`config.mk`:
```
export PLATFORM = sky130hd
export DESIGN_NAME = burst_sched_arbiter
export DESIGN_NICKNAME = d
export VERILOG_FILES = /design/src/rtl/burst_sched_pkg.sv /design/src/rtl/rr_pick.sv /design/src/rtl/burst_sched_arbiter.sv
export SDC_FILE = /design/constraint.sdc
export NUM_CORES = 1
export LEC_CHECK = 0
export ABC_AREA = 1
export BUFFER_PORTS_ARGS = -buffer_cell sky130_fd_sc_hd__buf_2
export CAP_MARGIN = 30
export CELL_PAD_IN_SITES_DETAIL_PLACEMENT = 0
export CELL_PAD_IN_SITES_GLOBAL_PLACEMENT = 1
export CORE_MARGIN = 4
export CORE_UTILIZATION = 33
export DETAILED_ROUTE_END_ITERATION = 10
export GPL_TIMING_DRIVEN = 0
export PLACE_DENSITY = 0.87
export SETUP_SLACK_MARGIN = 0.15
export SKIP_CTS_REPAIR_TIMING = 1
export SLEW_MARGIN = 5
export SYNTH_ARGS = -nofsm -noshare
export SYNTH_HDL_FRONTEND = slang
export SYNTH_SLANG_ARGS = --single-unit
```
`constraint.sdc`:
```
create_clock -name clk -period 4.9 [get_ports clk]
set_input_delay 0.245 -clock clk [delete_from_list [all_inputs] [get_ports clk]]
set_output_delay 0.245 -clock clk [all_outputs]
set_load 0.005 [all_outputs]
```
`src/rtl/burst_sched_pkg.sv`:
```
// Shared types and helpers for the burst scheduler and its round-robin picker.
package burst_sched_pkg;

    typedef enum logic [2:0] {
        IDLE,
        START,
        WAIT_BSY,
        RUN,
        GAP,
        ABORT
    } state_t;

    localparam int WDTH_W = 32;

    function automatic int clog2_min1(input int n);
        return (n <= 2) ? 1 : $clog2(n);
    endfunction

endpackage

```
`src/rtl/rr_pick.sv`:
```
// Combinational round-robin picker: first set req bit at or above ptr, with wrap.
module rr_pick #(
    parameter int N    = 4,
    parameter int ID_W = 2
) (
    input  logic [N-1:0]    req,
    input  logic [ID_W-1:0] ptr,
    output logic            valid,
    output logic [ID_W-1:0] id,
    output logic [N-1:0]    onehot
);

    logic [ID_W:0] idx;

    always_comb begin
        valid  = 1'b0;
        id     = '0;
        onehot = '0;
        idx    = '0;
        for (int k = 0; k < N; k++) begin
            idx = {1'b0, ptr} + (ID_W+1)'(k);
            if (idx >= (ID_W+1)'(N))
                idx = idx - (ID_W+1)'(N);
            if (!valid && req[idx[ID_W-1:0]]) begin
                valid = 1'b1;
                id    = idx[ID_W-1:0];
            end
        end
        if (valid)
            onehot[id] = 1'b1;
    end

endmodule

```
`src/rtl/burst_sched_arbiter.sv`:
```
// Round-robin owner of a shared one-shot burst sequencer with enforced idle gap.
// Optional burst watchdog with sequencer abort: define BURST_SCHED_WDOG_EN.
module burst_sched_arbiter
    import burst_sched_pkg::*;
#(
    parameter int  N_REQ          = 4,
    parameter int  GAP_CYCLES     = 2,
    parameter int  TIMEOUT_CYCLES = 65536,
    localparam int ID_W           = clog2_min1(N_REQ)
) (
    input  logic                      clk,
    input  logic                      nrst,
    input  logic [N_REQ-1:0]          req,
    input  logic [WDTH_W*N_REQ-1:0]   req_wdth,
    output logic [N_REQ-1:0]          gnt,
    output logic [N_REQ-1:0]          done,
    output logic                      seq_start,
    output logic [WDTH_W-1:0]         seq_step_wdth,
    output logic                      seq_nrst,
    input  logic                      seq_busy,
    output logic [ID_W-1:0]           active_id,
    output logic                      sched_busy,
    output logic                      aborted
);

    if (N_REQ < 2 || N_REQ > 16 || GAP_CYCLES < 0 || GAP_CYCLES > 255 ||
        TIMEOUT_CYCLES < 1) begin : g_bad_param
        $error("burst_sched_arbiter: parameter out of range");
    end

    state_t          state;
    logic [ID_W-1:0] rr_ptr;
    logic [7:0]      gap_cnt;
    logic            pick_valid;
    logic [ID_W-1:0] pick_id;
    logic [N_REQ-1:0] pick_onehot;

    rr_pick #(
        .N    (N_REQ),
        .ID_W (ID_W)
    ) u_pick (
        .req    (req),
        .ptr    (rr_ptr),
        .valid  (pick_valid),
        .id     (pick_id),
        .onehot (pick_onehot)
    );

    assign sched_busy = (state != IDLE);

`ifdef BURST_SCHED_WDOG_EN
    localparam int WD_W = $clog2(TIMEOUT_CYCLES + 1);

    logic [WD_W-1:0] wdog_cnt;
    logic            wdog_hit;

    assign wdog_hit = (wdog_cnt >= WD_W'(TIMEOUT_CYCLES - 1));
`else
    assign seq_nrst = 1'b1;
    assign aborted  = 1'b0;
`endif

    always_ff @(posedge clk) begin
        if (!nrst) begin
            state         <= IDLE;
            rr_ptr        <= '0;
            gap_cnt       <= '0;
            gnt           <= '0;
            done          <= '0;
            seq_start     <= 1'b0;
            seq_step_wdth <= '0;
            active_id     <= '0;
`ifdef BURST_SCHED_WDOG_EN
            wdog_cnt      <= '0;
            seq_nrst      <= 1'b1;
            aborted       <= 1'b0;
`endif
        end else begin
            gnt       <= '0;
            done      <= '0;
            seq_start <= 1'b0;
`ifdef BURST_SCHED_WDOG_EN
            seq_nrst  <= 1'b1;
            aborted   <= 1'b0;
`endif
            unique case (state)
                IDLE: begin
                    // a stale busy from the sequencer blocks any new grant
                    if (pick_valid && !seq_busy) begin
                        gnt           <= pick_onehot;
                        active_id     <= pick_id;
                        seq_step_wdth <= req_wdth[WDTH_W*pick_id +: WDTH_W];
                        rr_ptr        <= (pick_id == ID_W'(N_REQ - 1)) ?
                                         '0 : pick_id + 1'b1;
                        state         <= START;
                    end
                end
                START: begin
                    seq_start <= 1'b1;
`ifdef BURST_SCHED_WDOG_EN
                    wdog_cnt  <= '0;
`endif
                    state     <= WAIT_BSY;
                end
                WAIT_BSY: begin
`ifdef BURST_SCHED_WDOG_EN
                    wdog_cnt <= wdog_cnt + 1'b1;
`endif
                    if (seq_busy) begin
                        state <= RUN;
`ifdef BURST_SCHED_WDOG_EN
                    end else if (wdog_hit) begin
                        seq_nrst        <= 1'b0;
                        aborted         <= 1'b1;
                        done[active_id] <= 1'b1;
                        state           <= ABORT;
`endif
                    end
                end
                RUN: begin
`ifdef BURST_SCHED_WDOG_EN
                    wdog_cnt <= wdog_cnt + 1'b1;
`endif
                    if (!seq_busy) begin
                        done[active_id] <= 1'b1;
                        gap_cnt         <= '0;
                        state           <= (GAP_CYCLES == 0) ? IDLE : GAP;
`ifdef BURST_SCHED_WDOG_EN
                    end else if (wdog_hit) begin
                        seq_nrst        <= 1'b0;
                        aborted         <= 1'b1;
                        done[active_id] <= 1'b1;
                        state           <= ABORT;
`endif
                    end
                end
                GAP: begin
                    if (gap_cnt == 8'(GAP_CYCLES - 1))
                        state <= IDLE;
                    else
                        gap_cnt <= gap_cnt + 1'b1;
                end
`ifdef BURST_SCHED_WDOG_EN
                ABORT: begin
                    gap_cnt <= '0;
                    state   <= (GAP_CYCLES == 0) ? IDLE : GAP;
                end
`endif
                default: state <= IDLE;
            endcase
        end
    end

endmodule

```
Word level (Yosys, flattened, before mapping)
Cells that the tools add are included.
{"block": "classes", "n_addsub": 9, "mul": 0, "n_div": 0, "magnitude_cmp": 12, "n_eq_ne": 11, "shift": 1, "n_mux": 34, "bitwise_logic": 2, "n_reduce_logical": 18}
{"cell": "128-bit by 8-bit indexed part select with 32-bit output", "n": 1}
{"cell": "2-bit by 3-bit < comparator with 1-bit output, second input constant", "n": 6}
{"cell": "2-bit 2-to-1 mux", "n": 9}
{"cell": "8-bit 2-to-1 mux", "n": 2}
{"cell": "8-bit one-hot mux with 2 select lines", "n": 1}
{"cell": "3-bit one-hot mux with 5 select lines", "n": 1}
{"cell": "3-bit 2-to-1 mux", "n": 4}
{"cell": "1-bit 2-to-1 mux", "n": 11}
{"cell": "2-bit != test, second input constant", "n": 5}
{"cell": "3-bit greater-or-equal comparator, second input constant", "n": 3}
{"cell": "8-bit by 1-bit adder with 8-bit output, second input constant", "n": 1}
{"cell": "1-bit binary-select mux with 2-bit select", "n": 4}
{"cell": "8-bit by 1-bit equality test with 1-bit output, second input constant", "n": 1}
{"cell": "4-bit AND reduction", "n": 2}
{"cell": "2-bit by 1-bit subtractor with 2-bit output, second input constant", "n": 4}
{"cell": "2-bit by 2-bit adder with 3-bit output, second input constant", "n": 2}
{"cell": "3-bit by 2-bit equality test with 1-bit output, second input constant", "n": 2}
{"cell": "1-bit logical AND", "n": 6}
{"cell": "1-bit demux with 2-bit select", "n": 2}
{"cell": "2-bit by 1-bit greater-or-equal comparator with 1-bit output, second input constant", "n": 2}
{"cell": "1-bit zero test", "n": 4}
{"cell": "2-bit by 1-bit adder with 3-bit output, second input constant", "n": 1}
{"cell": "3-bit by 1-bit equality test with 1-bit output, second input constant", "n": 1}
{"cell": "3-bit equality test, second input constant", "n": 1}
{"cell": "10 further kinds", "n": 11}
{"block": "totals", "ff_bits": 56, "latchBits": 0, "mem_bits_rw": 0, "romBits": 0, "input_bits": 135, "out_inout_bits": 46, "elab_cells": 95, "n_memories": 0}

Longest topological paths before layout
Gate-level depths: netlist of the first run.
{"block": "depth", "ltp_word": 18, "depth_mapped": 16, "mapped_depth_nobuf": 14}

Cells and area by module
Synthesis of the first run repeated with hierarchy kept, for this count alone.
{"block": "hier_totals", "cells_unflattened": 560, "hier_area_um2": 3503.4}
{"module": "burst_sched_arbiter", "instances": 1, "cells_per_inst": 486, "area_per_inst_um2": 3110.5, "seq_area_each_um2": 1121.1}
{"module": "rr_pick", "instances": 1, "cells_per_inst": 74, "area_per_inst_um2": 392.9, "seq_area_each_um2": 0.0}

Worst setup path before layout of the first run
Ideal clock, no wire load.
{"block": "synth_timing", "path_type": "register -> register", "startpoint": "reg rr_ptr[0]", "endpoint": "reg rr_ptr[1]", "setup_ns": 0.070, "arrival_ns": 1.712, "required_time_ns": 4.830, "path_slack_ns": 3.119, "path_stages_with_launch": 13, "n_path_buf": 2, "period_less_slack_ns": 1.781, "cell_sequence": "dfxtp_1 -> inv_1 -> buf_6 -> nand2_1 -> nand3_1 -> nand2_1 -> nor2_4 -> nand3_1 -> nand2_2 -> nor2_8 -> buf_4 -> ha_1 -> a21oi_1"}
{"block": "synth_via", "elab_chain_len": 16, "elab_cells_between_ends": 42, "classes_between": "add/sub: 8; order compare: 4; eq/ne: 1; mux: 21; reduce/logical: 8"}
{"element": "start, declared", "line_no": "burst_sched_arbiter.sv:32", "rtl": "logic [ID_W-1:0] rr_ptr;"}
{"element": "start signal, assigned", "line_no": "burst_sched_arbiter.sv:93", "rtl": "rr_ptr <= (pick_id == ID_W'(N_REQ - 1)) ?"}
{"element": "parallel branches: the longest is 16 deep, another holds 2-bit by 1-bit adder with 3-bit output"}
Several ways; the timed one is not identified. The select of a mux whose other input is x is not followed.
A chain may end at the register's enable or synchronous reset.

Final worst setup path of the first run
{"block": "layout_timing", "startpoint": "reg rr_ptr[1]", "endpoint": "reg seq_step_wdth[12]"}
{"block": "layout_via", "elab_chain_len": 16, "elab_cells_between_ends": 40, "classes_between": "add/sub: 7; order compare: 4; shift: 1; mux: 20; reduce/logical: 8"}
{"element": "parallel branches: the longest is 16 deep, another holds 2-bit by 1-bit adder with 3-bit output"}
{"element": "end signal, assigned", "line_no": "burst_sched_arbiter.sv:92", "rtl": "seq_step_wdth <= req_wdth[WDTH_W*pick_id +: WDTH_W];"}
{"element": "end, declared", "line_no": "burst_sched_arbiter.sv:18", "rtl": "output logic [WDTH_W-1:0] seq_step_wdth,"}
Several ways; the timed one is not identified. The select of a mux whose other input is x is not followed.

==> impl_metrics.env, run 1 <==
export IMPL_drive_gt1_share_pct=27.4
export IMPL_die_area_um2=13200
export IMPL_dp_cells=959
export IMPL_dr_total_vias=4551
export IMPL_finClkSkew_ps=6.07
export IMPL_grt_usage_pct=19.8
export IMPL_slew_violations=0
export IMPL_grt_max_degree=18
export IMPL_grt_first_pass_wirelength_mm=21.1
export IMPL_leakage_nw=2.83
export IMPL_synth_seq_cells=56
export IMPL_cts_sink_count=56
export IMPL_io_pins=181
export IMPL_worst_ep_arrival_time_ps=2320
export IMPL_cap_violations=0
export IMPL_vdd_drop_max_mv=0.408
export IMPL_drt_pre_antenna_iters=5
export IMPL_die_h_um=115
export IMPL_synth_cell_type_count=26
export IMPL_cts_tree="done"
export IMPL_globalplace_congestion=0.886
export IMPL_drtIter0Drc=249
export IMPL_fmax_mhz=478
export IMPL_finalHoldViolations=0
export IMPL_worstSetupStartpointType="flop"
export IMPL_cts_max_level=2
export IMPL_n_antenna_cell=0
export IMPL_avgRoutedWirePerCell_um=13.6
export IMPL_synth_async_reset_ratio_pct=0
export IMPL_syn_inst=642
export IMPL_synthToLayoutAreaGrowth_pct=31.9
export IMPL_p_sw_mw=1.90
export IMPL_grt_pass1_vias=4432
export IMPL_comb_power_share_pct=70.3
export IMPL_routed_wl_mm=13.2
export IMPL_critPathMaxFanout=10
export IMPL_critPathKind="flop to flop"
export IMPL_crit_start="rr_ptr[1]"
export IMPL_seqCellArea_um2=1120
export IMPL_vias_per_cell=4.71
export IMPL_path_clk_slew_ps=70
export IMPL_synthFlopType="dfxtp_1"
export IMPL_antenna_found_initial=2
export IMPL_cts_root_buffer="clkbuf_16"
export IMPL_yosys_warnings=0
export IMPL_syn_num_nets=781
export IMPL_multiInputGateArea_um2=2070
export IMPL_portBuffers=177
export IMPL_postLayoutSetupSlackWorst_ps=2810
export IMPL_worst_pin_slew_ps=505
export IMPL_clk_path_buf_depth=2
export IMPL_fp_coreArea_um2=11000
export IMPL_status="completed"
export IMPL_reg2reg_from="rr_ptr[1]"
export IMPL_rows=38
export IMPL_clockPowerShare_pct=9.7
export IMPL_stdcell_count=967
export IMPL_synth_edf_count=0
export IMPL_endpoint_kind="flop"
export IMPL_yosysTopAreaCell="dfxtp_1"
export IMPL_swShare_pct=52.3
export IMPL_start_util_pct=34.3
export IMPL_internal_power_mw=1.73
export IMPL_die_x_um=115
export IMPL_required_ps=5120
export IMPL_synth_top_area_share_pct=29.6
export IMPL_avgSynthCellArea_um2=5.89
export IMPL_cts_buffers=5
export IMPL_seq_area_frac_synth_pct=29.6
export IMPL_reg2reg_slack_ps=2810
export IMPL_yosys_top_cells_area="dfxtp_1, nand2_1, nand3_1"
export IMPL_overflow=0
export IMPL_seq_power_share_pct=19.9
export IMPL_hpwlAfterDp_mm=10.7
export IMPL_netlist_area_um2=3780
export IMPL_antenna_left=0
export IMPL_finalNetCount=965
export IMPL_worstRegToRegCells=11
export IMPL_rsz0062_at_grt="no"
export IMPL_finalSetupTns_ps=0
export IMPL_fill_cells=1213
export IMPL_reg2reg_to="seq_step_wdth[12]"
export IMPL_fin_crit_sh_pct=42.7
export IMPL_finalCriticalPeriod_ps=2090
export IMPL_crit_path_end="seq_step_wdth[12]"
export IMPL_pre_cts_ws_ps=2850
export IMPL_drc=0
export IMPL_slew_headroom_pct=66.3
export IMPL_clk_latency_ps=290
export IMPL_hold_class="input pin to flop"
export IMPL_power_density_nw_per_um2=727
export IMPL_setup_viol=0
==> worst min path at each step <==
| stage | depth (start not counted) | endpoint | slack, ps | startpoint |
|---|---|---|---|---|
| after floorplan | 2 | state[0] | 410 | seq_busy |
| after global placement | 2 | gap_cnt[5] | 460 | gap_cnt[5] |
| after detailed placement | 2 | gap_cnt[5] | 470 | gap_cnt[5] |
| after CTS | 5 | seq_step_wdth[11] | 260 | req_wdth[107] |
| after global routing | 5 | seq_step_wdth[30] | 290 | req_wdth[126] |
| final | 5 | seq_step_wdth[11] | 260 | req_wdth[107] |
==> registers in the layout (all words and copies together) (netlist names) <==
name / cells
gap_cnt: 8
state: 3
seq_step_wdth: 32
rr_ptr: 2
gnt: 4
done: 4
seq_start: 1
active_id: 2
==> Yosys cell counts (5+ instances only) <==
| library cell | instances |
|---|---|
| a21oi_1 | 10 |
| buf_2 | 13 |
| dfxtp_1 | 56 |
| inv_2 | 5 |
| nor2_1 | 85 |
| o21ai_0 | 37 |
| buf_6 | 6 |
| clkbuf_1 | 10 |
| buf_4 | 8 |
| nand2_1 | 168 |
| nand3_1 | 122 |
| nor3_1 | 9 |
| inv_1 | 91 |
==> power by group through the flow <==
stage / sequential [mW] / clock [mW] / combinational (mW)
after CTS: 0.723 / 0.366 / 2.56
final: 0.723 / 0.353 / 2.55
after detailed placement: 0.729 / 0 / 2.55
after floorplan: 0.732 / 0 / 1.78
after global routing: 0.744 / 0.386 / 2.91
after global placement: 0.728 / 0 / 2.52
==> layer usage <==
| layer | up-vias | wire length [um] | track usage, % |
|---|---|---|---|
| met3 | 13 | 1100 | 5.21 |
| li1 | 2364 | - | - |
| met4 | 4 | 113 | 4.30 |
| met2 | 167 | 6390 | 34.2 |
| met5 | - | 21 | 0 |
| met1 | 2003 | 5560 | 24.8 |
==> per-stage QoR <==
| step | hold WS (ps) | instance area, um2 | util, % | total power, mW |
|---|---|---|---|---|
| detailed placement | 474 | 4840 | 43.9 | 3.28 |
| global route | 290 | 4990 | 45.2 | 4.04 |
| CTS | 255 | 4990 | 45.2 | 3.65 |
| floorplan | 414 | 3780 | - | 2.51 |
| finish | 260 | 4990 | 45.2 | 3.63 |
| global placement | 458 | 4840 | 43.9 | 3.25 |
==> worst max-delay path, cell delays in order, from the launching register on <==
cell and delay, ps:
dfxtp_1 440, inv_2 90, nand2_1 90, nand2_2 70, nor2_1 140, nor2_2 70, nand3_4 160, nand2_1 130
nor2_4 210, clkbuf_1 370, o21ai_0 130, nor2_1 140
==> area by class of cell <==
cell class | count | share of cell area, %
Buffer | 37 | 4.62
Clock buffer | 5 | 2.51
Clock inverter | 3 | 0.376
Inverter | 96 | 7.23
Multi-Input combinational cell | 453 | 41.5
Sequential cell | 56 | 22.5
Tap cell | 140 | 3.51
Timing Repair Buffer | 177 | 17.8
==> cells by family after synthesis <==
logic type,share of synthesized area (%)
AND/OR/NAND/NOR,45.9
buffers and inverters,15.6
flip-flops,29.6
AO/OA/AOI/OAI,7.05
adder cells (fa/ha/maj),1.32
other,0.199
XOR/XNOR,0.232
==> layout by cell type (no fill, tap or decap) <==
master     count
buf_2        190
nand2_1      168
nand3_1      122
inv_1         91
nor2_1        85
dfxtp_1       56
o21ai_0       37
clkbuf_1      10
a21oi_1       10
nor3_1         9
buf_4          8
buf_6          6
inv_2          5
clkbuf_16      5
ha_1           4
nand2_2        2
nor2_4         2
nand3_4        2
nor2_8         2
a211oi_1       2
conb_1         2
clkinv_2       2
nor2_2         1
a31oi_1        1
nand3_2        1
nand4_1        1
xnor2_1        1
o311a_1        1
clkinv_4       1
(Power assumes the default switching activity.)
==> run 2: changes to the inputs <==
--- a/config.mk
+++ b/config.mk
@@ -11,10 +11,10 @@
 export CELL_PAD_IN_SITES_DETAIL_PLACEMENT = 0
 export CELL_PAD_IN_SITES_GLOBAL_PLACEMENT = 1
 export CORE_MARGIN = 4
-export CORE_UTILIZATION = 33
+export CORE_UTILIZATION = 30
 export DETAILED_ROUTE_END_ITERATION = 10
 export GPL_TIMING_DRIVEN = 0
-export PLACE_DENSITY = 0.87
+export PLACE_DENSITY = 0.8
 export SETUP_SLACK_MARGIN = 0.15
 export SKIP_CTS_REPAIR_TIMING = 1
 export SLEW_MARGIN = 5
==> constraint.sdc (replaced) <==
create_clock -name clk -period 2.15 [get_ports clk]
set_input_delay 0.1075 -clock clk [delete_from_list [all_inputs] [get_ports clk]]
set_output_delay 0.1075 -clock clk [all_outputs]
set_load 0.005 [all_outputs]
==> run 2 against run 1 <==
Register-to-register slack got worse by 2700 ps. First-iteration DRC count fell by 16%. Cell count grew 5.9%. Flip-flop and latch count unchanged. Non-clock buffer count rose by 28. Sequential share of layout area decreased by 2.6 points. Via count grew 2.0%. Critical path depth is 5 higher. Clock power grew to 2.7 times the previous value. Sequential power is 130% higher. Critical path type unchanged. Highest routed layer unchanged.
==> impl_metrics.env, run 2 (synthesis results as in run 1) <==
export IMPL_routed_wl_mm=14.6
export IMPL_cts_tree="done"
export IMPL_largestRegisters="seq_step_wdth (32), gap_cnt (8)"
export IMPL_hpwlAfterDp_mm=10.8
export IMPL_fmax_mhz=497
export IMPL_synthToLayoutAreaGrowth_pct=49.8
export IMPL_vdd_drop_max_mv=0.745
export IMPL_antenna_left=0
export IMPL_path_clk_slew_ps=80
export IMPL_cts_max_level=2
export IMPL_slew_violations=0
export IMPL_die_area_um2=14500
export IMPL_grt_usage_pct=18.5
export IMPL_cts_buffers=5
export IMPL_hold_class="input pin to flop"
export IMPL_vias_per_cell=4.54
export IMPL_regMostFlops="seq_step_wdth"
export IMPL_worst_pin_slew_ps=569
export IMPL_cp_slowest_stage_delay_ps=340
export IMPL_worstSetupStartpointType="flop"
export IMPL_required_ps=2330
export IMPL_fp_coreArea_um2=12200
export IMPL_antenna_found_initial=2
export IMPL_finalNetCount=993
export IMPL_clk_path_buf_depth=2
export IMPL_cts_sink_count=56
export IMPL_largest_reg_flops=32
export IMPL_layout_common_cells="buf_2, nand2_1, nand3_1, inv_1, nor2_1"
export IMPL_critPathMaxFanout=7
export IMPL_status="completed"
export IMPL_mostFrequentLayoutCell="buf_2"
export IMPL_drt_pre_antenna_iters=5
export IMPL_drtIter0Drc=209
export IMPL_slew_headroom_pct=62.1
export IMPL_rows=40
export IMPL_critPathKind="flop to flop"
export IMPL_leakage_nw=3.10
export IMPL_worst_path_most_repeated_cell="nand2_1"
export IMPL_endpoint_kind="flop"
export IMPL_setup_viol=0
export IMPL_grt_first_pass_wirelength_mm=21.4
export IMPL_overflow=0
export IMPL_portBuffers=177
export IMPL_crit_chain="inv_2 > buf_6 > nand2_1 > nand3_2 > nand2_4 > nor2_4 > buf_4 > nand3_4 > nand2_4 > nor2_8 > nor2_8 > buf_8 > nand2_1 > nand2_1 > nor2_1 > nor2_1"
export IMPL_power_density_nw_per_um2=1860
export IMPL_rsz0062_at_grt="yes"
export IMPL_fin_crit_sh_pct=93.6
export IMPL_die_h_um=120
export IMPL_drive_gt1_share_pct=34.5
export IMPL_fin_util_pct=46.6
export IMPL_cap_violations=0
export IMPL_finClkSkew_ps=7.68
export IMPL_globalplace_congestion=0.859
export IMPL_cts_root_buffer="clkbuf_16"
export IMPL_avgRoutedWirePerCell_um=14.3
export IMPL_die_x_um=120
export IMPL_finalHoldViolations=0
export IMPL_drc=0
export IMPL_grt_pass1_vias=4319
export IMPL_worst_ep_arrival_time_ps=2190
export IMPL_grt_max_degree=18
export IMPL_clk_latency_ps=290
export IMPL_slowest_stage="dfxtp_2"
export IMPL_dr_total_vias=4644
export IMPL_finalCriticalPeriod_ps=2010
export IMPL_final_cell_area_um2=5670
export IMPL_start_util_pct=31.1
export IMPL_cp_top_family="simple AND/OR/NAND/NOR gates"
export IMPL_postPlaceCellArea_um2=4880
export IMPL_io_pins=181
export IMPL_path_buf_inv=4
## run 2: cell types whose count changed in the layout (fill, tap and decap cells not counted), sizes merged
cell,previous run,this run
buf,204,231
clkinv,3,1
bufinv,0,1
clkbuf,15,16
clkinvlp,0,1
diode,0,1
## run 2: final timing paths
kind	from	to	slack [ps]	cells after the start
max reg2reg	rr_ptr[0]	seq_step_wdth[11]	140	16
max	rr_ptr[0]	seq_step_wdth[11]	140	16
min reg2reg	gap_cnt[5]	gap_cnt[5]	490	2
min	req_wdth[104]	seq_step_wdth[8]	110	5
## run 2: layer usage
layer	wire length [um]	up-vias	track usage (%)
met5	14	-	0
met4	198	4	3.61
met3	1350	18	6.41
met2	6950	163	31.4
met1	6090	2028	22.9
li1	-	2431	-
## run 2: tightest hold or removal path: cells and delay by family
family | cells | cell delay [ps]
buffers and inverters | 1 | 70
and+or+nand+nor | 4 | 180
## run 2: metrics by stage
step | std cells | hold WS, ps | setup slack (ps) | total power, mW | TNS [ps]
detailed placement | 987 | 415 | -11.2 | 7.62 | -11.4
CTS | 995 | 105 | -59.4 | 8.57 | -186
floorplan | 642 | 277 | 369 | 5.73 | 0
finish | 1024 | 106 | 137 | 10.5 | 0
global placement | 987 | 411 | -4.99 | 7.63 | -4.99
global route | 1023 | 131 | 22.0 | 11.5 | 0
## run 2: area by class of cell
type	count	area (um2)
fill	1339	6500
multi-input combinational	453	2230
timing repair buffer	205	1220
sequential	56	1130
inverter	96	368
buffer	37	335
tap	168	210
clock buffer	5	125
clock inverter	3	42.5
antenna	1	2.50
## run 2: report_power, final
part	switching, mW	internal [mW]	total [mW]
sequential	0.229	1.43	1.66
combinational	4.41	3.50	7.91
clock	0.389	0.549	0.937
==> run 3: changes to the inputs <==
--- a/config.mk
+++ b/config.mk
@@ -15,6 +15,7 @@
 export DETAILED_ROUTE_END_ITERATION = 10
 export GPL_TIMING_DRIVEN = 0
 export PLACE_DENSITY = 0.8
+export RECOVER_POWER = 100
 export SETUP_SLACK_MARGIN = 0.15
 export SKIP_CTS_REPAIR_TIMING = 1
 export SLEW_MARGIN = 5
==> run 3 against run 2 <==
Sequential share of layout area grew 0.17 points. Clock-buffer cell count stayed put. Cell count unchanged. Die area unchanged. Largest cell class unchanged. Utilization down 0.40 points. Combinational power fell by 1%. Routed wire length is 0.36% higher. Worst hold slack improved by 1.2 ps. Clock power about the same. First-iteration DRC count decreased by 1.9%. Design area fell by 0.86%. Register-to-register slack hardly changed.
==> impl_metrics.env, run 3 (synthesis results as in run 1) <==
export IMPL_status="completed"
export IMPL_routed_wl_mm=14.7
export IMPL_portBuffers=177
export IMPL_fp_coreArea_um2=12200
export IMPL_fill_cells=1353
export IMPL_cp_slowest_stage_delay_ps=340
export IMPL_finalCriticalPeriod_ps=2020
export IMPL_slew_violations=0
export IMPL_die_x_um=120
export IMPL_dr_total_vias=4625
export IMPL_avgRoutedWirePerCell_um=14.3
export IMPL_drive_gt1_share_pct=30.3
export IMPL_cts_buffers=5
export IMPL_largestRegisters="seq_step_wdth (32), gap_cnt (8)"
export IMPL_cts_root_buffer="clkbuf_16"
export IMPL_grt_max_degree=18
export IMPL_worstRegToRegCells=16
export IMPL_crit_start="rr_ptr[0]"
export IMPL_met3_usage_pct=6.41
export IMPL_finClkSkew_ps=7.46
export IMPL_worstSetupStartpointType="flop"
export IMPL_path_clk_slew_ps=80
export IMPL_finalNetCount=993
export IMPL_overflow=0
export IMPL_cap_violations=0
export IMPL_cts_max_level=2
export IMPL_grt_util_met1_pct=22.9
export IMPL_pre_cts_ws_ps=-11.2
export IMPL_required_ps=2330
export IMPL_postPlaceCellArea_um2=4880
export IMPL_io_pins=181
export IMPL_hold_class="input pin to flop"
export IMPL_hold_ws_ps=107
export IMPL_antenna_found_initial=2
export IMPL_grt_usage_pct=18.5
export IMPL_critPathKind="flop to flop"
export IMPL_regMostFlops="seq_step_wdth"
export IMPL_reg2reg_to="seq_step_wdth[11]"
export IMPL_stdcell_count=1024
export IMPL_reg2reg_slack_ps=130
export IMPL_worst_path_most_repeated_cell="nand2_1"
export IMPL_slew_headroom_pct=61.8
export IMPL_clk_latency_ps=290
export IMPL_slowest_stage="dfxtp_2"
export IMPL_leakage_nw=2.96
export IMPL_grt_pass1_vias=4319
export IMPL_globalplace_congestion=0.859
export IMPL_finalHoldViolations=0
export IMPL_die_h_um=120
export IMPL_vdd_drop_max_mv=0.735
export IMPL_drt_pre_antenna_iters=5
export IMPL_vias_per_cell=4.52
export IMPL_critPathMaxFanout=7
export IMPL_met2_usage_pct=31.4
export IMPL_synthToLayoutAreaGrowth_pct=48.5
export IMPL_layout_common_cells="nand2_1, buf_2, nand3_1, inv_1, nor2_1"
export IMPL_final_cell_area_um2=5620
export IMPL_endpoint_kind="flop"
export IMPL_postLayoutSetupSlackWorst_ps=127
export IMPL_crit_chain="inv_2 > buf_6 > nand2_1 > nand3_2 > nand2_4 > nor2_4 > buf_4 > nand3_4 > nand2_4 > nor2_8 > nor2_8 > buf_8 > nand2_1 > nand2_1 > nor2_1 > nor2_1"
export IMPL_grt_busiest_layer="met2"
export IMPL_start_util_pct=31.1
export IMPL_cts_tree="done"
export IMPL_rsz0062_at_grt="yes"
export IMPL_largest_reg_flops=32
export IMPL_fmax_mhz=494
export IMPL_hpwlAfterDp_mm=10.8
export IMPL_worst_ep_arrival_time_ps=2210
export IMPL_mostFrequentLayoutCell="nand2_1"
export IMPL_drc=0
export IMPL_clk_path_buf_depth=2
export IMPL_fin_crit_sh_pct=94.1
export IMPL_reg2reg_from="rr_ptr[0]"
export IMPL_dp_cells=987
export IMPL_crit_path_end="seq_step_wdth[11]"
export IMPL_grt_first_pass_wirelength_mm=21.4
export IMPL_die_area_um2=14500
export IMPL_power_density_nw_per_um2=1860
export IMPL_rows=40
export IMPL_worst_pin_slew_ps=574
export IMPL_setup_viol=0
export IMPL_drtIter0Drc=205
export IMPL_antenna_left=0
export IMPL_cts_sink_count=56
## run 3: layer usage
metal  vias to the layer above  share of wire (%)
met4                         4                1.4
li1                       2430                  -
met5                         -              0.095
met1                      2023                 42
met3                        18                8.6
met2                       150                 48
## run 3: worst min-delay path by stage
stage | startpoint | end | slack (ps) | cells past startpoint
floorplan | seq_busy | state[0] | 280 | 2
global route | seq_busy | state[0] | 130 | 3
global placement | req_wdth[104] | seq_step_wdth[8] | 410 | 5
detailed placement | req_wdth[104] | seq_step_wdth[8] | 410 | 5
finish | req_wdth[104] | seq_step_wdth[8] | 110 | 5
CTS | req_wdth[104] | seq_step_wdth[8] | 100 | 5
## run 3: cell type report
| cell class | count | area [um2] | share of cell area [%] |
|---|---|---|---|
| timing repair buffer | 205 | 1180 | 21.0 |
| multi-input combinational | 453 | 2230 | 39.7 |
| buffer | 37 | 333 | 5.93 |
| tap | 168 | 210 | 3.74 |
| clock buffer | 5 | 125 | 2.23 |
| clock inverter | 3 | 42.5 | 0.757 |
| inverter | 96 | 368 | 6.55 |
| sequential | 56 | 1130 | 20.0 |
| antenna | 1 | 2.50 | 0.0446 |
## run 3: where the power goes
| part | total, mW | internal, mW | switching (mW) |
|---|---|---|---|
| clock network | 0.938 | 0.549 | 0.389 |
| logic | 7.82 | 3.41 | 4.41 |
| registers | 1.67 | 1.43 | 0.236 |
| total | 10.4 | 5.39 | 5.04 |
## run 3: metrics by stage
step | total power [mW] | utilization (%) | TNS [ps]
floorplan | 5.73 | - | 0
global placement | 7.63 | 40.1 | -4.99
detailed placement | 7.62 | 40.1 | -11.4
CTS | 8.57 | 41.5 | -186
global route | 11.4 | 46.2 | 0
finish | 10.4 | 46.2 | 0
## run 3: worst max-delay path: cells and delay by family, from the launching register on
kind | cells | cell delay [ps]
buffers and inverters | 4 | 450
flip-flops | 1 | 340
AND/OR/NAND/NOR | 12 | 1120
